==> config.mk <==
export PLATFORM = sky130hd
export DESIGN_NAME = decap_bank_sequencer
export DESIGN_NICKNAME = d
export VERILOG_FILES = /design/src/rtl/decap_seq_pkg.sv /design/src/rtl/decap_seq_dwell_timer.sv /design/src/rtl/decap_bank_sequencer.sv
export SDC_FILE = /design/constraint.sdc
export NUM_CORES = 1
export LEC_CHECK = 0
export ABC_AREA = 1
export ABC_CLOCK_PERIOD_IN_PS = 3400
export CELL_PAD_IN_SITES_DETAIL_PLACEMENT = 0
export CELL_PAD_IN_SITES_GLOBAL_PLACEMENT = 1
export CORE_MARGIN = 10
export CORE_UTILIZATION = 31
export DETAILED_ROUTE_END_ITERATION = 10
export PLACE_DENSITY = 0.7
export SLEW_MARGIN = 0
export SYNTH_ARGS = -nofsm -noshare
export SYNTH_HDL_FRONTEND = slang
export SYNTH_SLANG_ARGS = --single-unit
==> constraint.sdc <==
create_clock -name CLK -period 3.4 [get_ports CLK]
set_input_delay 0.34 -clock CLK [delete_from_list [all_inputs] [get_ports CLK]]
set_output_delay 0.34 -clock CLK [all_outputs]
set_load 0.01 [all_outputs]
==> src/rtl/decap_seq_pkg.sv <==
// Shared types and helpers for the decap bank sequencer.
package decap_seq_pkg;

  typedef enum logic [1:0] {
    ST_OFF       = 2'd0,
    ST_RAMP_UP   = 2'd1,
    ST_ON        = 2'd2,
    ST_RAMP_DOWN = 2'd3
  } state_e;

  // Bits needed to hold a segment count in 0..nseg.
  function automatic int level_w(input int nseg);
    return $clog2(nseg + 1);
  endfunction

  // Bit idx of the thermometer code for lvl enabled segments.
  function automatic logic therm_bit(input int lvl, input int idx);
    return (lvl > idx);
  endfunction

endpackage

==> src/rtl/decap_seq_dwell_timer.sv <==
// Dwell down-counter: load has priority over decrement, clear over load; stops at zero.
module decap_seq_dwell_timer
  import decap_seq_pkg::*;
#(
  parameter int DWELL_W = 8
) (
  input  logic               CLK,
  input  logic               RST,
  input  logic               clr_i,
  input  logic               load_i,
  input  logic               dec_i,
  input  logic [DWELL_W-1:0] load_val_i,
  output logic               zero_o
);

  logic [DWELL_W-1:0] cnt_q;
  logic [DWELL_W-1:0] cnt_d;

  always_comb begin
    cnt_d = cnt_q;
    if (clr_i) begin
      cnt_d = '0;
    end else if (load_i) begin
      cnt_d = load_val_i;
    end else if (dec_i && (cnt_q != '0)) begin
      cnt_d = cnt_q - DWELL_W'(1);
    end
  end

  always_ff @(posedge CLK) begin
    if (RST) begin
      cnt_q <= '0;
    end else begin
      cnt_q <= cnt_d;
    end
  end

  assign zero_o = (cnt_q == '0);

endmodule

==> src/rtl/decap_bank_sequencer.sv <==
// Steps a thermometer-coded decap bank one segment per dwell toward the level request.
// Optional DECAP_SEQ_FORCE_OFF_EN adds FORCE_OFF, an immediate drop-all below RST priority.
module decap_bank_sequencer
  import decap_seq_pkg::*;
#(
  parameter int NSEG    = 16,
  parameter int DWELL_W = 8
) (
  input  logic                        CLK,
  input  logic                        RST,
  input  logic                        REQ,
  input  logic [DWELL_W-1:0]          DWELL,
`ifdef DECAP_SEQ_FORCE_OFF_EN
  input  logic                        FORCE_OFF,
`endif
  output logic [NSEG-1:0]             EN,
  output logic [level_w(NSEG)-1:0]    LEVEL,
  output logic                        BUSY,
  output logic                        ACK
);

  localparam int LW = level_w(NSEG);

  state_e          state_q, state_d;
  logic [LW-1:0]   level_q, level_d;
  logic [NSEG-1:0] en_q, en_d;
  logic            tmr_load, tmr_dec, tmr_clr, tmr_zero;

  decap_seq_dwell_timer #(.DWELL_W(DWELL_W)) u_timer (
    .CLK        (CLK),
    .RST        (RST),
    .clr_i      (tmr_clr),
    .load_i     (tmr_load),
    .dec_i      (tmr_dec),
    .load_val_i (DWELL),
    .zero_o     (tmr_zero)
  );

  always_comb begin
    state_d  = state_q;
    level_d  = level_q;
    tmr_load = 1'b0;
    tmr_dec  = 1'b0;
    tmr_clr  = 1'b0;
    case (state_q)
      ST_OFF: begin
        if (REQ) begin
          level_d  = LW'(1);
          tmr_load = 1'b1;
          state_d  = ST_RAMP_UP;
        end
      end
      ST_RAMP_UP: begin
        if (!tmr_zero) begin
          tmr_dec = 1'b1;
        end else if (!REQ) begin
          tmr_load = 1'b1;
          state_d  = ST_RAMP_DOWN;
        end else if (level_q < LW'(NSEG)) begin
          level_d  = level_q + LW'(1);
          tmr_load = 1'b1;
        end else begin
          state_d = ST_ON;
        end
      end
      ST_ON: begin
        if (!REQ) begin
          level_d  = LW'(NSEG - 1);
          tmr_load = 1'b1;
          state_d  = ST_RAMP_DOWN;
        end
      end
      ST_RAMP_DOWN: begin
        if (!tmr_zero) begin
          tmr_dec = 1'b1;
        end else if (REQ) begin
          tmr_load = 1'b1;
          state_d  = ST_RAMP_UP;
        end else if (level_q != '0) begin
          level_d  = level_q - LW'(1);
          tmr_load = 1'b1;
        end else begin
          state_d = ST_OFF;
        end
      end
      default: state_d = ST_OFF;
    endcase
`ifdef DECAP_SEQ_FORCE_OFF_EN
    if (FORCE_OFF) begin
      state_d  = ST_OFF;
      level_d  = '0;
      tmr_load = 1'b0;
      tmr_dec  = 1'b0;
      tmr_clr  = 1'b1;
    end
`endif
  end

  // EN is decoded from the next level so both registers always agree.
  always_comb begin
    en_d = '0;
    for (int i = 0; i < NSEG; i++) begin
      en_d[i] = therm_bit(int'(level_d), i);
    end
  end

  always_ff @(posedge CLK) begin
    if (RST) begin
      state_q <= ST_OFF;
      level_q <= '0;
      en_q    <= '0;
    end else begin
      state_q <= state_d;
      level_q <= level_d;
      en_q    <= en_d;
    end
  end

  assign EN    = en_q;
  assign LEVEL = level_q;
  assign BUSY  = (state_q == ST_RAMP_UP) || (state_q == ST_RAMP_DOWN);
  assign ACK   = ((state_q == ST_OFF) && !REQ) || ((state_q == ST_ON) && REQ);

endmodule

-- Yosys cells after proc, flatten, opt, wreduce, memory -nomap -nowiden
Cells that the tools add are included.
- register bits after elaboration: 31
- bits of input ports: 11
- output and inout bits: 23
- logic and storage cells: 77
- add/subtract/negate cells: 3
- magnitude comparators: 17
- eq/ne operators: 9
- multiplexer cells: 31
- reductions and logical operators: 13
- operator list (cell ; count):
    $gt 5x4->1 const B ; 8
    $mux 5 ; 8
    $gt 5x3->1 const B ; 4
    $pmux 5 s4 ; 1
    $mux 2 ; 8
    $mux 8 ; 2
    $gt 5x1->1 const B ; 2
    $gt 5x2->1 const B ; 2
    $mux 1 ; 10
    $logic_not 8->1 ; 1
    $ne 2x2->1 const B ; 4
    $pmux 2 s4 ; 1
    $reduce_bool 8->1 ; 1
    $sub 8x1->8 const B ; 1
    $ne 3x3->1 const B ; 2
    $reduce_and 6->1 ; 1
    $add 5x1->5 const B ; 1
    $lt 5x5->1 const B ; 1
    $reduce_bool 5->1 ; 1
    $sub 5x1->5 const B ; 1
    $eq 2x2->1 const B ; 2
    $pmux 1 s4 ; 1
    $logic_and 1x1->1 ; 3
    $eq 2x1->1 const B ; 1
    other kinds (5) ; 6

-- Logic depth before layout (Yosys ltp)
Gate-level depths: netlist of run 1.
- depth after elaboration: 6
- gate-level depth with buffers: 15
- gate-level depth less buffers: 15

-- Modules after synthesis
A second synthesis of run 1 with hierarchy kept.
- cell total of the unflattened synthesis: 299
- area total of the unflattened synthesis: 2014.4 um2
- by module, submodules not included (module ; times used ; cells an instance ; area an instance (um2) ; sequential area each (um2)):
    decap_bank_sequencer ; 1 ; 198 ; 1418.9 ; 460.4
    decap_seq_dwell_timer ; 1 ; 101 ; 595.6 ; 160.2

-- Worst setup path after synthesis of run 1
No wires, ideal clock.
- kind: register to register
- start point: register level_q[0] (netlist: LEVEL[0])
- end point: register en_q[4] (netlist: EN[4])
- setup time: 0.109 ns
- data arrival time: 1.780 ns
- required time: 3.291 ns
- slack: 1.511 ns
- stages on the path, launching flop included: 15
- buffers on the path: 0
- period minus slack after synthesis: 1.889 ns
- cell sequence: dfxtp_1 inv_1 ha_1 inv_1 nor2_1 a21oi_2 nand3_1 nand3_2 nand3_2 nand2_2 nand2_2 nor2_2 nand2_1 nand2_1 inv_1
- cells in the longest elaborated chain, start to end: 6
- elaborated cells on any way between the ends: 14
- classes of those cells: add/sub: 2; order compare: 2; mux: 9; reduce/logical: 1
- RTL lines (item ; line ; RTL):
    from (decl) ; decap_bank_sequencer.sv:25 ; logic [LW-1:0] level_q, level_d;
    from (signal assigned) ; decap_bank_sequencer.sv:114 ; level_q <= level_d;
    $sub 5x1->5, or another cell as far along ; decap_bank_sequencer.sv:80 ; level_d = level_q - LW'(1);
    $mux 5 (on tied branches) ; decap_bank_sequencer.sv:79, decap_bank_sequencer.sv:59 ;
    $mux 5 (on tied branches) ; decap_bank_sequencer.sv:76, decap_bank_sequencer.sv:56 ;
    $mux 5 (on tied branches) ; decap_bank_sequencer.sv:74, decap_bank_sequencer.sv:54 ;
    $pmux 5 s4 * ; decap_bank_sequencer.sv:45 ; case (state_q)
    $gt 5x3->1 * ; decap_seq_pkg.sv:18 ; return (lvl > idx);
    to (signal assigned) ; decap_bank_sequencer.sv:115 ; en_q <= en_d;
    to (decl) ; decap_bank_sequencer.sv:26 ; logic [NSEG-1:0] en_q, en_d;
Every way passes the cells marked *; elsewhere a longest branch is shown, timed or not.
A chain may end at the register's enable or synchronous reset.

-- Final worst setup path of run 1
- start point: register state_q[0]
- end point: output port ACK
- cells in the longest elaborated chain, start to end: 3
- elaborated cells on any way between the ends: 5
- classes of those cells: eq/ne: 1; reduce/logical: 4
- RTL lines (item ; line ; RTL):
    from (decl) ; decap_bank_sequencer.sv:24 ; state_e state_q, state_d;
    from (signal assigned) ; decap_bank_sequencer.sv:113 ; state_q <= state_d;
    $eq 2x2->1 or $logic_not 2->1 (tied branches) ; decap_bank_sequencer.sv:122 ; assign ACK = ((state_q == ST_OFF) && !REQ) || ((state_q == ST_ON) && REQ);
    $logic_and 1x1->1 ; decap_bank_sequencer.sv:122 ;
    $logic_or 1x1->1 * ; decap_bank_sequencer.sv:122 ;
    to (decl) ; decap_bank_sequencer.sv:19 ; output logic ACK
Marked as above.

==> impl_metrics.json, run 1 <==
{
  "grt.overflow.total": 0,
  "place_area_um2": 2385,
  "fmax_mhz": 387.8,
  "syn_inst": 275,
  "h-tree-depth": 2,
  "min_path_type": "reg2reg",
  "place_inst": 378,
  "fin_util": 0.3942,
  "critPathRequiredTime_ps": 3060,
  "hpwl_um": 4036,
  "holdPathStages": 2,
  "syn_area_um2": 2014,
  "finalCritPeriodShare": 0.7584,
  "synth_nets": 294,
  "syn2layout_area_growth_pct": 23.54,
  "startpoint": "state_q[0]$_SDFFE_PP0P_",
  "antenna_found_initial": 0,
  "coreArea_um2": 6314,
  "worstHoldStart": "u_timer.cnt_q[1]$_SDFFE_PP0P_",
  "r2r-start": "LEVEL[0]$_SDFF_PP0_",
  "gp_congestion": 0.8070,
  "postSynthAreaPerCell_um2": 7.325,
  "maxSlewHeadroom": 0.6280,
  "clock-skew-final_ps": 4.514,
  "crit_cells": 7,
  "cap_viol_max_count": 0,
  "critPathBufInv": 4,
  "fp.dieH_um": 100.6,
  "ys_seq_area_frac": 0.3081,
  "drc_errors": 0,
  "worst_path_max_delay_cell": "clkdlybuf4s50_1",
  "cts_tree": "built",
  "io_buffers": 33,
  "cp-start-kind": "register",
  "grt_pass1_wl_um": 9073,
  "layout_common_cells": "64 x nand2_1, 33 x clkdlybuf4s50_1, 31 x dfxtp_1, 28 x inv_1, 28 x nand3_1",
  "wirelength_um": 5106,
  "slowest_delay_ps": 550,
  "arrival_ps": 2240,
  "fin_cells": 386,
  "cts_root_buf": "clkbuf_8",
  "crit_fanout": 6,
  "synth_warnings": 0,
  "pwr_density_cell_nw_per_um2": 789.8,
  "hold_violations": 0,
  "crit_family": "buffers and inverters",
  "tightest_slew_ps": 556.2,
  "drt_iter0_drc": 83,
  "end_kind": "primary output",
  "crit_chain": "inv_1, ha_1, inv_1, nor2_2, inv_1, nand2_1, clkdlybuf4s50_1",
  "dieArea_um2": 10120,
  "routedWlPerCell_um": 13.23,
  "ys_ff_latch": 31,
  "grt_max_degree": 19,
  "rsz0062_at_grt": "no",
  "setup_tns_ps": 0,
  "grt_pass1_vias": 1833,
  "period_needed_ps": 2579,
  "fillCellCount": 687,
  "viasPerCell": 4.754,
  "vdd_ir_drop_max_v": 0.0003083,
  "rows": 29,
  "grt_usage": 0.1094,
  "cpMostUsedCell": "inv_1",
  "post-cts-setup-buffers": 0,
  "ys_types": 34,
  "cts_sinks": 31,
  "slew_viol_final": 0,
  "ctsHoldBuffers": 0,
  "final_common_cell": "nand2_1",
  "path_class": "reg2out",
  "outcome": "completed",
  "initial_utilization": 0.3191,
  "numCtsBuffers": 5,
  "p_leak_nw": 1.122,
  "finalPower_mw": 1.965,
  "nNetsFinal": 327,
  "ant_nets": 0,
  "clockBufferDepth": 2,
  "ioPinCount": 34,
  "drt-pass1-iter-count": 5,
  "drive_above_1_share": 0.1845,
  "setup_viol": 0,
  "clk_latency_ps": 280,
  "clkSlewWorstSetupHoldPaths_ps": 70,
  "antennaDiodeCount": 0,
  "die_w_um": 100.6,
  "reg2reg_depth": 14,
  "finalInstanceArea_um2": 2489,
  "vias": 1835,
  "post_cts_resized": 0
}
## cell usage after synthesis
| cell | count | area (um^2) |
|---|---|---|
| nand2_1 | 64 | 240.2 |
| dfxtp_1 | 31 | 620.6 |
| inv_1 | 28 | 105.1 |
| nand3_1 | 28 | 140.1 |
| a21oi_1 | 15 | 75.07 |
| nor2_1 | 13 | 48.80 |
| nor2_2 | 11 | 68.82 |
| nand2_2 | 10 | 62.56 |
| ha_1 | 8 | 100.1 |
| o21ai_0 | 8 | 40.04 |
| nand3_2 | 6 | 60.06 |
| o21ai_1 | 6 | 30.03 |
| a31oi_1 | 5 | 31.28 |
| inv_2 | 5 | 18.77 |
| a21oi_2 | 4 | 35.03 |
| nand2_4 | 4 | 45.04 |
| xnor2_1 | 4 | 35.03 |
| xor2_1 | 4 | 35.03 |
| a21oi_4 | 2 | 32.53 |
| buf_2 | 2 | 10.01 |
| clkbuf_1 | 2 | 7.510 |
| nor2_4 | 2 | 22.52 |
| nor3_1 | 2 | 10.01 |
| a21boi_0 | 1 | 7.510 |
| buf_12 | 1 | 20.02 |
| buf_4 | 1 | 7.510 |
| buf_6 | 1 | 11.26 |
| nand3_4 | 1 | 17.52 |
| nand4_1 | 1 | 6.260 |
| nor2_8 | 1 | 20.02 |
| o211ai_1 | 1 | 7.510 |
| o211ai_2 | 1 | 12.51 |
| o211ai_4 | 1 | 21.27 |
| o21ai_2 | 1 | 8.760 |
## path summary, 6_finish.rpt
path,end,slack [ps]
worst max-delay path,ACK,820
worst min-delay path,u_timer.cnt_q[1]$_SDFFE_PP0P_,500
worst max register to register,EN[4]$_SDFF_PP0_,1150
worst min register to register,u_timer.cnt_q[1]$_SDFFE_PP0P_,500
## worst reg2reg max path, stage by stage, from the launching register on
cell and delay, ps:
dfxtp_1 460, inv_1 190, ha_1 230, inv_1 80
nor2_1 80, a21oi_2 290, nand3_1 130, nand3_2 100
nand3_2 110, nand2_2 110, nand2_2 80, nor2_2 130
nand2_1 60, nand2_1 60, inv_1 30
## layer usage
layer / global-route usage / part of all wire / vias up
li1: - / - / 954
met1: 0.1365 / 0.46 / 838
met2: 0.1725 / 0.46 / 37
met3: 0.03567 / 0.061 / 6
met4: 0.03587 / 0.012 / 0
met5: 0 / 0 / -
## registers in the layout (all words and copies together), names as in the netlist
register       flops
state_q            2
LEVEL              5
u_timer.cnt_q      8
EN                16
## cell type report
type / count / area [um^2] / share of cell area
multi-input cells: 204 / 1214 / 0.4877
inverters: 33 / 123.9 / 0.04977
repair buffers: 33 / 330.3 / 0.1327
clock inverters: 1 / 7.507 / 0.003017
clock buffers: 7 / 96.34 / 0.03871
well taps: 77 / 96.34 / 0.03871
flip-flops and latches: 31 / 620.6 / 0.2494
## kinds of logic after synthesis
logic type,synth area share
xor gates and xnor gates,0.03478
AOI/OAI and AO/OA,0.1497
adders and majority gates,0.04969
DFF,0.3081
buffers and inverters,0.08944
and+or+nand+nor,0.3683
## where the power goes
part / internal, mW / total, mW / switching [mW]
Combinational: 0.416 / 1.12 / 0.702
Sequential: 0.445 / 0.528 / 0.0827
Clock: 0.184 / 0.320 / 0.136
Total: 1.04 / 1.97 / 0.921
## per-stage QoR
| step | hold WS [ps] | setup slack, ps |
|---|---|---|
| CTS | 502.7 | 784.2 |
| finish | 502.5 | 821.4 |
| detailed placement | 493.2 | 798.5 |
| global route | 557.2 | 658.7 |
| floorplan | 409.4 | 1511 |
| global placement | 486.6 | 854.3 |
(Power assumes the default switching activity.)
==> inputs of run 2 (changes only) <==
--- a/config.mk
+++ b/config.mk
@@ -6,13 +6,13 @@
 export NUM_CORES = 1
 export LEC_CHECK = 0
 export ABC_AREA = 1
-export ABC_CLOCK_PERIOD_IN_PS = 3400
+export ABC_CLOCK_PERIOD_IN_PS = 2300
 export CELL_PAD_IN_SITES_DETAIL_PLACEMENT = 0
 export CELL_PAD_IN_SITES_GLOBAL_PLACEMENT = 1
 export CORE_MARGIN = 10
 export CORE_UTILIZATION = 31
 export DETAILED_ROUTE_END_ITERATION = 10
-export PLACE_DENSITY = 0.7
+export PLACE_DENSITY = 0.72
 export SLEW_MARGIN = 0
 export SYNTH_ARGS = -nofsm -noshare
 export SYNTH_HDL_FRONTEND = slang
==> constraint.sdc (replaced) <==
create_clock -name CLK -period 2.3 [get_ports CLK]
set_input_delay 0.23 -clock CLK [delete_from_list [all_inputs] [get_ports CLK]]
set_output_delay 0.23 -clock CLK [all_outputs]
set_load 0.01 [all_outputs]
==> run 2 against run 1 <==
Compared with the run above:
- total power rose by 59%
- combinational power rose by 67%
- sequential power rose by 46%
- die area did not move
- first-iteration DRC count rose by 2.4%
- flip-flop and latch count did not move
- clock power rose by 53%
- setup slack got worse by 700 ps
- via count rose by 2.1%
- largest cell class unchanged
- largest power group unchanged
==> impl_metrics.json, run 2 (synthesis results as in run 1) <==
{
  "fin_cells": 401,
  "largest_reg_flops": 16,
  "h-tree-depth": 2,
  "cap_viol_max_count": 0,
  "ctsHoldBuffers": 0,
  "critPathRequiredTime_ps": 2070,
  "finalCritPeriodShare": 0.9475,
  "final_common_cell": "nand2_1",
  "clock-skew-final_ps": 4.399,
  "crit_fanout": 4,
  "drt-pass1-iter-count": 4,
  "place_area_um2": 2475,
  "cts_root_buf": "clkbuf_8",
  "rows": 29,
  "startpoint": "state_q[0]$_SDFFE_PP0P_",
  "cts_tree": "built",
  "vias": 1873,
  "maxSlewHeadroom": 0.7046,
  "antenna_found_initial": 0,
  "finalInstanceArea_um2": 2620,
  "coreArea_um2": 6314,
  "pwr_density_cell_nw_per_um2": 1196,
  "ioPinCount": 34,
  "clkSlewWorstSetupHoldPaths_ps": 70,
  "antennaDiodeCount": 0,
  "grt_pass1_wl_um": 8901,
  "fillCellCount": 677,
  "grt.overflow.total": 0,
  "hold_violations": 0,
  "place_inst": 390,
  "grt_max_degree": 19,
  "end_kind": "primary output",
  "hpwl_um": 4081,
  "cts_sinks": 31,
  "clockBufferDepth": 2,
  "drt_iter0_drc": 85,
  "die_w_um": 100.6,
  "period_needed_ps": 2179,
  "syn2layout_area_growth_pct": 30.06,
  "grt_usage": 0.1080,
  "path_class": "reg2out",
  "grt_pass1_vias": 1838,
  "routedWlPerCell_um": 13.34,
  "io_buffers": 33,
  "drc_errors": 0,
  "rsz0062_at_grt": "no",
  "worstHoldStart": "u_timer.cnt_q[1]$_SDFFE_PP0P_",
  "outcome": "completed",
  "gp_congestion": 0.8491,
  "r2r-start": "u_timer.cnt_q[1]$_SDFFE_PP0P_",
  "arrival_ps": 1950,
  "setup_tns_ps": 0,
  "nNetsFinal": 342,
  "setup_viol": 0,
  "fmax_mhz": 458.9,
  "initial_utilization": 0.3191,
  "tightest_slew_ps": 442.6,
  "cp-start-kind": "register",
  "layout_common_cells": "64 x nand2_1, 33 x clkdlybuf4s50_1, 31 x dfxtp_1, 28 x nand3_1, 27 x inv_1",
  "wirelength_um": 5351,
  "min_path_type": "reg2reg",
  "drive_above_1_share": 0.2315,
  "fp.dieH_um": 100.6,
  "dieArea_um2": 10120,
  "ant_nets": 0,
  "p_leak_nw": 1.189,
  "slew_viol_final": 0,
  "vdd_ir_drop_max_v": 0.0005015,
  "numCtsBuffers": 5,
  "viasPerCell": 4.671,
  "clk_latency_ps": 290
}
[run 2: layout make-up]
cell class                      count  area [um^2]  share of cell area
Multi-Input combinational cell    204         1229              0.4690
Sequential cell                    31        620.6              0.2369
Timing Repair Buffer               48        442.9              0.1691
Inverter                           33        127.6             0.04871
Clock buffer                        7        96.34             0.03677
Tap cell                           77        96.34             0.03677
Clock inverter                      1        7.507            0.002865
[run 2: where the power goes]
part | internal (mW) | switching (mW)
Clock | 0.272 | 0.217
Combinational | 0.764 | 1.11
Sequential | 0.658 | 0.112
[run 2: final timing paths]
| path | cells past startpoint | slack (ps) | end |
|---|---|---|---|
| max | 7 | 120 | ACK |
| min reg2reg | 2 | 510 | u_timer.cnt_q[1]$_SDFFE_PP0P_ |
| min | 2 | 510 | u_timer.cnt_q[1]$_SDFFE_PP0P_ |
| max reg2reg | 13 | 280 | EN[8]$_SDFF_PP0_ |
[run 2: what timing repair did]
action,CTS,global route
endpoints found under the setup margin,1,1
gates resized for setup,1,3
gates cloned,0,0
buffers inserted,0,3
pin swaps,0,0
hold endpoints to repair,0,0
[run 2: through the flow]
step,setup WS [ps],util,hold WS [ps],total power [mW]
final,120.8,0.4150,511.4,3.132
after global routing,8.310,0.4150,524.8,3.392
after CTS,43.89,0.4088,511.5,3.088
after detailed placement,183.6,0.3920,500.5,2.578
after global placement,195.2,0.3920,497.5,2.569
after floorplan,410.9,-,299.4,2.115
[run 2: critical path, cell delays in order, from the launching register on]
cell and delay [ps]:
dfxtp_1 330, inv_1 150, ha_4 210, clkinvlp_4 120, nor2_2 110, inv_1 90, nand2_1 110, clkdlybuf4s50_1 550
[run 2: per-layer routing]
layer	part of all wire	wire (um)	vias up	global-route usage
met1	0.49	2647	842	0.1416
met2	0.45	2401	39	0.1661
met5	0	0	-	0
li1	-	-	986	-
met3	0.041	222	6	0.02743
met4	0.015	79	0	0.03913
==> inputs of run 3 (changes only) <==
--- a/config.mk
+++ b/config.mk
@@ -9,10 +9,10 @@
 export ABC_CLOCK_PERIOD_IN_PS = 2300
 export CELL_PAD_IN_SITES_DETAIL_PLACEMENT = 0
 export CELL_PAD_IN_SITES_GLOBAL_PLACEMENT = 1
-export CORE_MARGIN = 10
 export CORE_UTILIZATION = 31
 export DETAILED_ROUTE_END_ITERATION = 10
 export PLACE_DENSITY = 0.72
+export SKIP_CTS_REPAIR_TIMING = 1
 export SLEW_MARGIN = 0
 export SYNTH_ARGS = -nofsm -noshare
 export SYNTH_HDL_FRONTEND = slang
==> run 3 against run 2 <==
Compared with the run above:
- final area hardly changed
- count of clock-buffer cells in the layout is 1 lower
- first-iteration DRC count is 4.7% lower
- critical path depth stayed put
- critical endpoint unchanged
- final cell count is 0.25% higher
- largest power group unchanged
- clock power is 14% higher
==> impl_metrics.json, run 3 (synthesis results as in run 1) <==
{
  "worstHoldStart": "u_timer.cnt_q[1]$_SDFFE_PP0P_",
  "dieArea_um2": 6824,
  "clk_latency_ps": 280,
  "nNetsFinal": 343,
  "drt_iter0_drc": 81,
  "ant_nets": 0,
  "wirelength_um": 4978,
  "min_path_type": "reg2reg",
  "ioPinCount": 34,
  "p_leak_nw": 1.212,
  "viasPerCell": 4.689,
  "fmax_mhz": 472.4,
  "final_common_cell": "nand2_1",
  "antennaDiodeCount": 0,
  "grt_pass1_vias": 1796,
  "rows": 29,
  "initial_utilization": 0.3191,
  "cts_tree": "built",
  "hpwl_um": 3853,
  "crit_fanout": 4,
  "gp_congestion": 0.8566,
  "maxSlewHeadroom": 0.7182,
  "r2r_slack_ps": 260,
  "cts_sinks": 31,
  "drt-pass1-iter-count": 4,
  "fp.dieH_um": 82.61,
  "arrival_ps": 1890,
  "cp-start-kind": "register",
  "finalCritPeriodShare": 0.9204,
  "largest_reg_flops": 16,
  "tightest_slew_ps": 422.2,
  "whs_endpoint": "u_timer.cnt_q[1]$_SDFFE_PP0P_",
  "slew_viol_final": 0,
  "die_w_um": 82.61,
  "grt_util_met1": 0.2169,
  "grt_pass1_wl_um": 8376,
  "coreArea_um2": 6314,
  "r2r-start": "LEVEL[1]$_SDFF_PP0_",
  "routedWlPerCell_um": 12.38,
  "path_class": "reg2out",
  "critPathRequiredTime_ps": 2070,
  "clock-skew-final_ps": 2.024,
  "pwr_density_cell_nw_per_um2": 1208,
  "holdPathStages": 2,
  "io_buffers": 33,
  "syn2layout_area_growth_pct": 30.19,
  "grt_util_met2": 0.2570,
  "met3_usage": 0.02857,
  "finalWorstSetupSlack_ps": 183.1,
  "grt.busiest_layer": "met2",
  "grt_usage": 0.1630,
  "startpoint": "state_q[0]$_SDFFE_PP0P_",
  "place_ws_ps": 75.03,
  "h-tree-depth": 2,
  "layout_common_cells": "64 x nand2_1, 33 x clkdlybuf4s50_1, 31 x dfxtp_1, 28 x inv_1, 28 x nand3_1",
  "vdd_ir_drop_max_v": 0.0005316,
  "clockBufferDepth": 2,
  "vias": 1885,
  "grt.overflow.total": 0,
  "setup_tns_ps": 0,
  "drc_errors": 0,
  "rsz0062_at_grt": "no",
  "period_needed_ps": 2117,
  "setup_viol": 0,
  "cts_root_buf": "clkbuf_8",
  "outcome": "completed",
  "reg2reg_depth": 14,
  "hold_violations": 0,
  "cap_viol_max_count": 0,
  "r2r_end": "EN[4]$_SDFF_PP0_",
  "numCtsBuffers": 5,
  "end_kind": "primary output",
  "antenna_found_initial": 0,
  "clkSlewWorstSetupHoldPaths_ps": 70,
  "grt_max_degree": 16,
  "drive_above_1_share": 0.2246
}
==> run 3: changes by cell type in the layout (fill, tap and decap cells not counted) <==
cell | previous run | this run
buf_4 | 15 | 16
bufinv_16 | 0 | 1
clkbuf_8 | 7 | 6
clkinv_2 | 0 | 1
clkinvlp_4 | 2 | 0
ha_1 | 6 | 8
ha_2 | 1 | 0
ha_4 | 1 | 0
inv_1 | 27 | 28
==> run 3: worst max-delay path, cell delays in order, from the launching register on <==
cell	delay [ps]
dfxtp_1	330
inv_1	100
ha_1	260
inv_1	90
nor2_2	100
inv_1	90
nand2_1	100
clkdlybuf4s50_1	540
==> run 3: how the worst max path moves through the flow <==
stage / slack (ps) / endpoint / depth (start not counted)
after floorplan: 410 / EN[4]$_SDFF_PP0_ / 14
after global placement: 130 / EN[8]$_SDFF_PP0_ / 13
after detailed placement: 80 / EN[8]$_SDFF_PP0_ / 13
after CTS: 150 / ACK / 7
after global routing: 40 / ACK / 7
final: 180 / ACK / 7
==> run 3: power breakdown <==
group | internal [mW] | switching (mW)
Combinational | 0.752 | 1.10
Sequential | 0.658 | 0.104
Clock | 0.350 | 0.206
==> run 3: metrics by stage <==
stage	std cells	utilization	hold WS (ps)	total power, mW	cell area (um^2)
6_report	402	0.4154	508.7	3.169	2623
5_1_grt	402	0.4154	535.0	3.438	2623
4_1_cts	402	0.4154	511.4	3.203	2623
3_5_place_dp	394	0.3968	500.7	2.629	2505
3_3_place_gp	394	0.3968	496.1	2.629	2505
2_1_floorplan	275	-	299.4	2.115	2014
==> run 3: layout make-up <==
type                            count  area [um^2]
Clock buffer                        6        82.58
Clock inverter                      2        35.03
Fill cell                         684         3691
Inverter                           33        123.9
Multi-Input combinational cell    204         1214
Sequential cell                    31        620.6
Tap cell                           77        96.34
Timing Repair Buffer               49        450.4
==> run 3: metal layers <==
| metal | share of wire | vias up | routed length, um |
|---|---|---|---|
| met5 | 0 | - | 0 |
| met4 | 0.023 | 0 | 113 |
| met3 | 0.042 | 10 | 209 |
| met2 | 0.44 | 51 | 2181 |
| met1 | 0.50 | 837 | 2473 |
| li1 | - | 987 | - |
